**src/rtl/obstacle_scheduler.sv**
```systemverilog
// Traffic sequencer: generates the car move strobe, picks the move period from
// score at level-up, owns the per-lane direction bits and freezes traffic during holds.
module obstacle_scheduler #(
  parameter int                  C_BASE_PERIOD  = 781250,
  parameter int                  NUM_LANES      = 4,
  parameter logic [NUM_LANES-1:0] C_REVERSE_INIT = 4'b1010,
  parameter int                  C_HIT_HOLD     = 12500000,
  parameter int                  C_LEVEL_HOLD   = 25000000
) (
  input  logic                 i_Clk,
  input  logic                 i_Rst_L,
  input  logic                 i_Game_Start,
  input  logic                 i_Game_Over,
  input  logic                 i_Frog_Hit,
  input  logic                 i_Level_Up,
  input  logic [3:0]           i_Score,
  output logic                 o_Move_Tick,
  output logic [NUM_LANES-1:0] o_Reverse,
  output logic [19:0]          o_Period,
  output logic [3:0]           o_Level,
  output logic [1:0]           o_State
);

  localparam logic [1:0] ST_IDLE       = 2'd0;
  localparam logic [1:0] ST_RUN        = 2'd1;
  localparam logic [1:0] ST_HIT_HOLD   = 2'd2;
  localparam logic [1:0] ST_LEVEL_HOLD = 2'd3;

  localparam int HOLD_MAX = (C_HIT_HOLD > C_LEVEL_HOLD) ? C_HIT_HOLD : C_LEVEL_HOLD;
  localparam int HOLD_W   = $clog2(HOLD_MAX + 1);

  localparam logic [19:0]       BASE_PERIOD = 20'(C_BASE_PERIOD);
  localparam logic [HOLD_W-1:0] HIT_LAST    = HOLD_W'(C_HIT_HOLD - 1);
  localparam logic [HOLD_W-1:0] LEVEL_LAST  = HOLD_W'(C_LEVEL_HOLD - 1);

  logic [1:0]           state_q, state_d;
  logic                 tick_q, tick_d;
  logic [NUM_LANES-1:0] rev_q, rev_d;
  logic [19:0]          period_q, period_d;
  logic [3:0]           level_q, level_d;
  logic [19:0]          move_q, move_d;
  logic [HOLD_W-1:0]    hold_q, hold_d;

  logic [NUM_LANES-1:0] rev_rot;
  logic [19:0]          period_sel;

  // Rotate left by one lane: MSB wraps into bit 0.
  always_comb begin
    rev_rot = '0;
    for (int i = 0; i < NUM_LANES; i++) begin
      rev_rot[i] = rev_q[(i + NUM_LANES - 1) % NUM_LANES];
    end
  end

  always_comb begin
    if (i_Score <= 4'd3) begin
      period_sel = BASE_PERIOD;
    end else if (i_Score <= 4'd6) begin
      period_sel = BASE_PERIOD >> 1;
    end else if (i_Score <= 4'd9) begin
      period_sel = BASE_PERIOD >> 2;
    end else begin
      period_sel = BASE_PERIOD >> 3;
    end
  end

  always_comb begin
    state_d  = state_q;
    tick_d   = 1'b0;
    rev_d    = rev_q;
    period_d = period_q;
    level_d  = level_q;
    move_d   = move_q;
    hold_d   = hold_q;

    if (i_Game_Over) begin
      state_d = ST_IDLE;
      move_d  = '0;
      hold_d  = '0;
    end else if (i_Game_Start) begin
      state_d  = ST_RUN;
      period_d = BASE_PERIOD;
      rev_d    = C_REVERSE_INIT;
      level_d  = 4'd0;
      move_d   = '0;
      hold_d   = '0;
    end else begin
      case (state_q)
        ST_RUN: begin
          if (i_Frog_Hit) begin
            state_d = ST_HIT_HOLD;
            hold_d  = '0;
            move_d  = '0;
          end else if (i_Level_Up) begin
            state_d  = ST_LEVEL_HOLD;
            hold_d   = '0;
            move_d   = '0;
            level_d  = (level_q == 4'hF) ? level_q : level_q + 4'd1;
            rev_d    = rev_rot;
            period_d = period_sel;
          end else if (move_q == period_q - 20'd1) begin
            // Tick only when RUN continues; any accepted event above suppresses it.
            move_d = '0;
            tick_d = 1'b1;
          end else begin
            move_d = move_q + 20'd1;
          end
        end
        ST_HIT_HOLD: begin
          if (hold_q == HIT_LAST) begin
            state_d = ST_RUN;
            hold_d  = '0;
            move_d  = '0;
          end else begin
            hold_d = hold_q + HOLD_W'(1);
          end
        end
        ST_LEVEL_HOLD: begin
          if (hold_q == LEVEL_LAST) begin
            state_d = ST_RUN;
            hold_d  = '0;
            move_d  = '0;
          end else begin
            hold_d = hold_q + HOLD_W'(1);
          end
        end
        default: begin
          move_d = '0;
          hold_d = '0;
        end
      endcase
    end
  end

  always_ff @(posedge i_Clk or negedge i_Rst_L) begin
    if (!i_Rst_L) begin
      state_q  <= ST_IDLE;
      tick_q   <= 1'b0;
      rev_q    <= C_REVERSE_INIT;
      period_q <= BASE_PERIOD;
      level_q  <= 4'd0;
      move_q   <= '0;
      hold_q   <= '0;
    end else begin
      state_q  <= state_d;
      tick_q   <= tick_d;
      rev_q    <= rev_d;
      period_q <= period_d;
      level_q  <= level_d;
      move_q   <= move_d;
      hold_q   <= hold_d;
    end
  end

  assign o_Move_Tick = tick_q;
  assign o_Reverse   = rev_q;
  assign o_Period    = period_q;
  assign o_Level     = level_q;
  assign o_State     = state_q;

endmodule

```
**config.mk**
```make
export PLATFORM = sky130hd
export DESIGN_NAME = obstacle_scheduler
export DESIGN_NICKNAME = d
export VERILOG_FILES = /design/src/rtl/obstacle_scheduler.sv
export SDC_FILE = /design/constraint.sdc
export NUM_CORES = 1
export LEC_CHECK = 0
export ABC_CLOCK_PERIOD_IN_PS = 3300
export CAP_MARGIN = 25
export CELL_PAD_IN_SITES_DETAIL_PLACEMENT = 0
export CELL_PAD_IN_SITES_GLOBAL_PLACEMENT = 1
export CORE_MARGIN = 2
export CORE_UTILIZATION = 45
export CTS_BUF_LIST = sky130_fd_sc_hd__clkbuf_2 sky130_fd_sc_hd__clkbuf_4 sky130_fd_sc_hd__clkbuf_8
export DETAILED_ROUTE_END_ITERATION = 10
export PLACE_DENSITY_LB_ADDON = 0.25
export SLEW_MARGIN = 20
export SYNTH_ARGS = -nofsm -noshare
export SYNTH_HDL_FRONTEND = slang
export SYNTH_SLANG_ARGS = --single-unit
```
**constraint.sdc**
```tcl
create_clock -name i_Clk -period 3.3 [get_ports i_Clk]
set_clock_uncertainty 0.15 [all_clocks]
set_input_delay 0.495 -clock i_Clk [delete_from_list [all_inputs] [get_ports i_Clk]]
set_output_delay 0.495 -clock i_Clk [all_outputs]
set_load 0.01 [all_outputs]
```
# Yosys cells after proc, flatten, opt, wreduce, memory -nomap -nowiden
# Cells that the tools add are included.
# word_totals
in_bits	10
word_cells	78
reg_bits	76
output_inout_bits	31
# op_classes
magnitude_cmp	3
reduce_logical	7
add_sub_neg	4
mux	44
n_eq_ne	12
n_bitwise	1
# ops
operator	count
20-bit 2-to-1 mux	12
25-bit 2-to-1 mux	6
25-bit case mux with 3 select lines	1
20-bit case mux with 3 select lines	1
4-bit 2-to-1 mux	9
25-bit by 1-bit adder with 25-bit output, second input constant	1
25-bit by 24-bit equality test with 1-bit output, second input constant	1
25-bit equality test, second input constant	1
20-bit by 1-bit adder with 20-bit output, second input constant	1
20-bit equality test	1
20-bit by 1-bit subtractor with 20-bit output, second input constant	1
19-bit 2-to-1 mux	1
18-bit 2-to-1 mux	1
2-bit 2-to-1 mux	6
4-bit inequality test, second input constant	2
4-bit AND reduction	2
1-bit 2-to-1 mux	6
2-bit case mux with 3 select lines	1
5-bit inequality test, second input constant	1
5-bit AND reduction	1
5-bit nonzero test	1
4-bit by 1-bit adder with 4-bit output, second input constant	1
2-bit equality test, second input constant	2
4-bit equality test, second input constant	1
8 further kinds	10

# Longest topological paths before layout
# depth
ltp_word	8
ltp_mapped	10

# Least setup slack after synthesis
# No wires, ideal clock.
# synth_timing
path_kind	register -> register
startpoint	register period_q[1], in the netlist o_Period[1]
endpoint	register move_q[5]
arrival_ns	2.562
setup_slack_ns	0.464
period_less_slack_ns	2.836
path_stages_with_launch	11
cell_sequence	dfstp_2 > inv_1 > ha_1 > ha_1 > xor2_1 > nand4_1 > or4_4 > o31ai_4 > buf_4 > nor3_1 > a211o_1
# synth_between
elab_chain_cells	8
# synth_rtl
item	line_no	text
start: declaration	39	logic [19:0] period_q, period_d;
start signal: assignment	148	period_q <= period_d;
20-bit by 1-bit subtractor with 20-bit output	101	end else if (move_q == period_q - 20'd1) begin
20-bit equality test	101	
20-bit 2-to-1 mux	101	
20-bit 2-to-1 mux	94	end else if (i_Level_Up) begin
20-bit 2-to-1 mux	90	if (i_Frog_Hit) begin
20-bit case mux with 3 select lines	88	case (state_q)
20-bit 2-to-1 mux	80	end else if (i_Game_Start) begin
20-bit 2-to-1 mux	76	if (i_Game_Over) begin
end signal: assignment	150	move_q <= move_d;
end: declaration	41	logic [19:0] move_q, move_d;
# Every way passes these cells.
# A chain may end at the register's enable or synchronous reset.

# Worst setup path after layout
# Ends and elaborated chain as after synthesis.

==> flow_metrics.env <==
export IMPL_path_class="flip-flop to flip-flop"
export IMPL_postSynthAreaPerCell_um2=8.687
export IMPL_fin_ws_ns=0.1566
export IMPL_worstPathMaxFanout=16
export IMPL_post_dp_cell_area_um2=4182
export IMPL_cts_max_level=3
export IMPL_slew_headroom=0.4928
export IMPL_fin_area_um2=4418
export IMPL_dieArea_um2=9166
export IMPL_finalHoldViolCount=0
export IMPL_fmax_ghz=0.3181
export IMPL_start_util=0.4633
export IMPL_fin_tns_setup_ns=0
export IMPL_dr_pass1_iters=4
export IMPL_ys_types=51
export IMPL_ys_ff_latch=66
export IMPL_postCtsHoldBufs=0
export IMPL_ys_flop_type="dfrtp_1"
export IMPL_worst_slew_pin_slew_ns=0.7608
export IMPL_place_hpwl_um=6240
export IMPL_tritoncts="yes"
export IMPL_fin_crit_sh=0.9526
export IMPL_synth_cells=436
export IMPL_numCtsBuffers=9
export IMPL_place_ws_ns=0.1559
export IMPL_slowest_delay_ns=0.59
export IMPL_rsz0062_at_grt="no"
export IMPL_antenna_found_initial=0
export IMPL_die_w_um=95.74
export IMPL_layout_area_overhead_vs_synth_pct=16.65
export IMPL_slowest_stage="dfstp_2"
export IMPL_syn_area_um2=3787
export IMPL_status="completed"
export IMPL_synth_largest_area_cell="dfrtp_1"
export IMPL_p_leak_nw=1.775
export IMPL_setup_violations=0
export IMPL_drc=0
export IMPL_worstRegToRegCells=9
export IMPL_start_kind="flip-flop"
export IMPL_grt_pass1_vias=3101
export IMPL_ctsResizeCount=0
export IMPL_via_count=3293
export IMPL_gp_congestion=0.7898
export IMPL_netlist_area_leader_share=0.3898
export IMPL_async_flop_share=1.000
export IMPL_wl_per_cell_um=16.15
export IMPL_r2r_setup_slack_ns=0.16
export IMPL_end_kind="flip-flop"
export IMPL_synthTopCellsByArea="dfrtp_1 (39%), nand2_1 (5.6%), dfstp_2 (4.9%)"
export IMPL_core_area_um2=8175
export IMPL_ir_worst_vdd_mv=0.2322
export IMPL_hp_class="input port to asynchronous set/reset pin"
export IMPL_final_antenna_net_count=0
export IMPL_crit_required_ns=3.38
export IMPL_drv_cap=0
export IMPL_clk_pin_slew_worst_paths_ns=0.08
export IMPL_initialDrtViolationCount=149
export IMPL_place_port_buffers=36
export IMPL_cp_common_cell="ha_1"
export IMPL_grt_usage=0.2124
export IMPL_clock_root_buffer="clkbuf_8"
export IMPL_grt_max_degree=33
export IMPL_antenna_cells=0
export IMPL_post_cts_buffers=0
export IMPL_yosys_warnings=0
export IMPL_io_pins=41
export IMPL_clk_latency_ns=0.34
export IMPL_cts_path_max_buffers=2
export IMPL_drt_wl_total_um=9219
export IMPL_ys_seq_area_frac=0.4384
export IMPL_p_per_area_nw_per_um2=441.1
export IMPL_rows=33
export IMPL_crit_chain="inv_1, ha_1, ha_1, xor2_1, nand4_1, or4_4, o31a_1, and3_1, a211o_1"
export IMPL_grt_overflow=0
export IMPL_drv_slew=0
export IMPL_synth_edff_count=0
export IMPL_fp_dieH_um=95.74
export IMPL_cp_arrival_ns=3.22
export IMPL_fin_nets=476
export IMPL_post_route_cells_drive_above_1_share=0.09227
export IMPL_cts_num_sinks=66
export IMPL_period_needed_ns=3.143
export IMPL_drt_vias_per_instance=5.767
export IMPL_grt_pass1_wl_um=15020
cells in the final DEF (no fill, tap or decap), types with 3 or more instances in the layout:
cell type	netlist	final
a21o_1	6	6
a21oi_1	25	25
a221o_1	3	3
a31oi_1	22	22
a41oi_1	3	3
and3_1	11	11
and4_1	4	4
buf_4	12	8
bufinv_16	0	3
clkbuf_8	0	9
clkdlybuf4s50_1	0	35
clkinv_2	0	3
conb_1	2	4
dfrtp_1	59	59
dfstp_2	7	7
ha_1	5	5
inv_1	12	12
nand2_1	56	56
nand3_1	29	29
nand3b_1	4	4
nand4_1	9	9
nor2_1	32	31
nor3_1	13	13
nor4_1	5	5
nor4bb_1	3	3
o21ai_0	27	27
o311ai_0	5	5
or2_2	3	3
or3_1	17	17
xnor2_1	12	12
worst max-delay path: cells and delay by family (launching register included):
kind / cells / cell delay (ns)
xor gates and xnor gates: 1 / 0.15
adders and majority gates: 2 / 0.50
and+or+nand+nor: 3 / 0.82
AOI/OAI and AO/OA: 2 / 0.76
DFF: 1 / 0.59
buffers and inverters: 1 / 0.07
Yosys cell counts (all sizes together), types with 3 or more instances:
master and number:
a21o 6, a21oi 25, a221o 3, a31oi 22, a41oi 3, and3 11
and4 4, buf 14, clkbuf 18, dfrtp 59, dfstp 7, ha 5
inv 12, nand2 56, nand3 29, nand3b 4, nand4 9, nor2 32
nor3 13, nor4 7, nor4b 3, nor4bb 3, o21ai 27, o311ai 5
or2 3, or3 18, xnor2 12
kinds of logic (layout without fill, tap and decap cells):
| logic type | count (synthesis) | in the layout | synth area share |
|---|---|---|---|
| flip-flops | 66 | 66 | 0.4384 |
| AND/OR/NAND/NOR | 197 | 197 | 0.2716 |
| adder cells (fa/ha/maj) | 5 | 5 | 0.01652 |
| AO/OA/AOI/OAI | 108 | 108 | 0.1830 |
| buffers and inverters | 44 | 72 | 0.05616 |
| other | 2 | 4 | 0.001983 |
| XOR/XNOR | 14 | 14 | 0.03238 |
routing by layer:
| metal | GRT usage | share of wire | routed length (µm) | up-vias |
|---|---|---|---|---|
| li1 | - | - | - | 1641 |
| met1 | 0.2836 | 0.47 | 4372 | 1587 |
| met2 | 0.3392 | 0.48 | 4432 | 56 |
| met3 | 0.04464 | 0.034 | 315 | 9 |
| met4 | 0.08214 | 0.011 | 97 | 0 |
| met5 | 0 | 0 | 0 | - |
final timing paths:
path                              start      endpoint
max reg2reg                 o_Period[1]     move_q[5]
min in group i_Clk         o_Reverse[3]  o_Reverse[3]
min reg2reg                o_Reverse[3]  o_Reverse[3]
max in group asynchronous       i_Rst_L  o_Period[15]
min                             i_Rst_L    hold_q[17]
max                         o_Period[1]     move_q[5]
power breakdown:
group | internal (mW) | switching (mW)
clock | 0.507 | 0.318
sequential | 0.846 | 0.0419
combinational | 0.122 | 0.114
state kept, by name, indices dropped and copies added, names as in the netlist:
signal       cells
hold_q          25
o_Level          4
o_Move_Tick      1
o_Reverse        4
o_Period        10
o_State          2
move_q          20
through the flow:
step | hold slack, ns | instances | utilization | power [mW]
after floorplan | 0.04941 | 438 | - | 1.020
after global placement | 0.3010 | 555 | 0.5115 | 1.138
after detailed placement | 0.3091 | 555 | 0.5115 | 1.140
after CTS | 0.07991 | 571 | 0.5404 | 1.969
after global routing | 0.1085 | 571 | 0.5404 | 2.044
final | 0.06940 | 571 | 0.5404 | 1.949
area by class of cell:
cell class / instances / area [µm²]
fill: 739 / 3757
multi-input combinational: 328 / 1929
sequential: 66 / 1660
timing repair buffer: 44 / 415.4
clock buffer: 10 / 131.4
tap: 105 / 131.4
clock inverter: 6 / 105.1
inverter: 12 / 45.04
No activity file was read; power rests on OpenSTA's default activity.
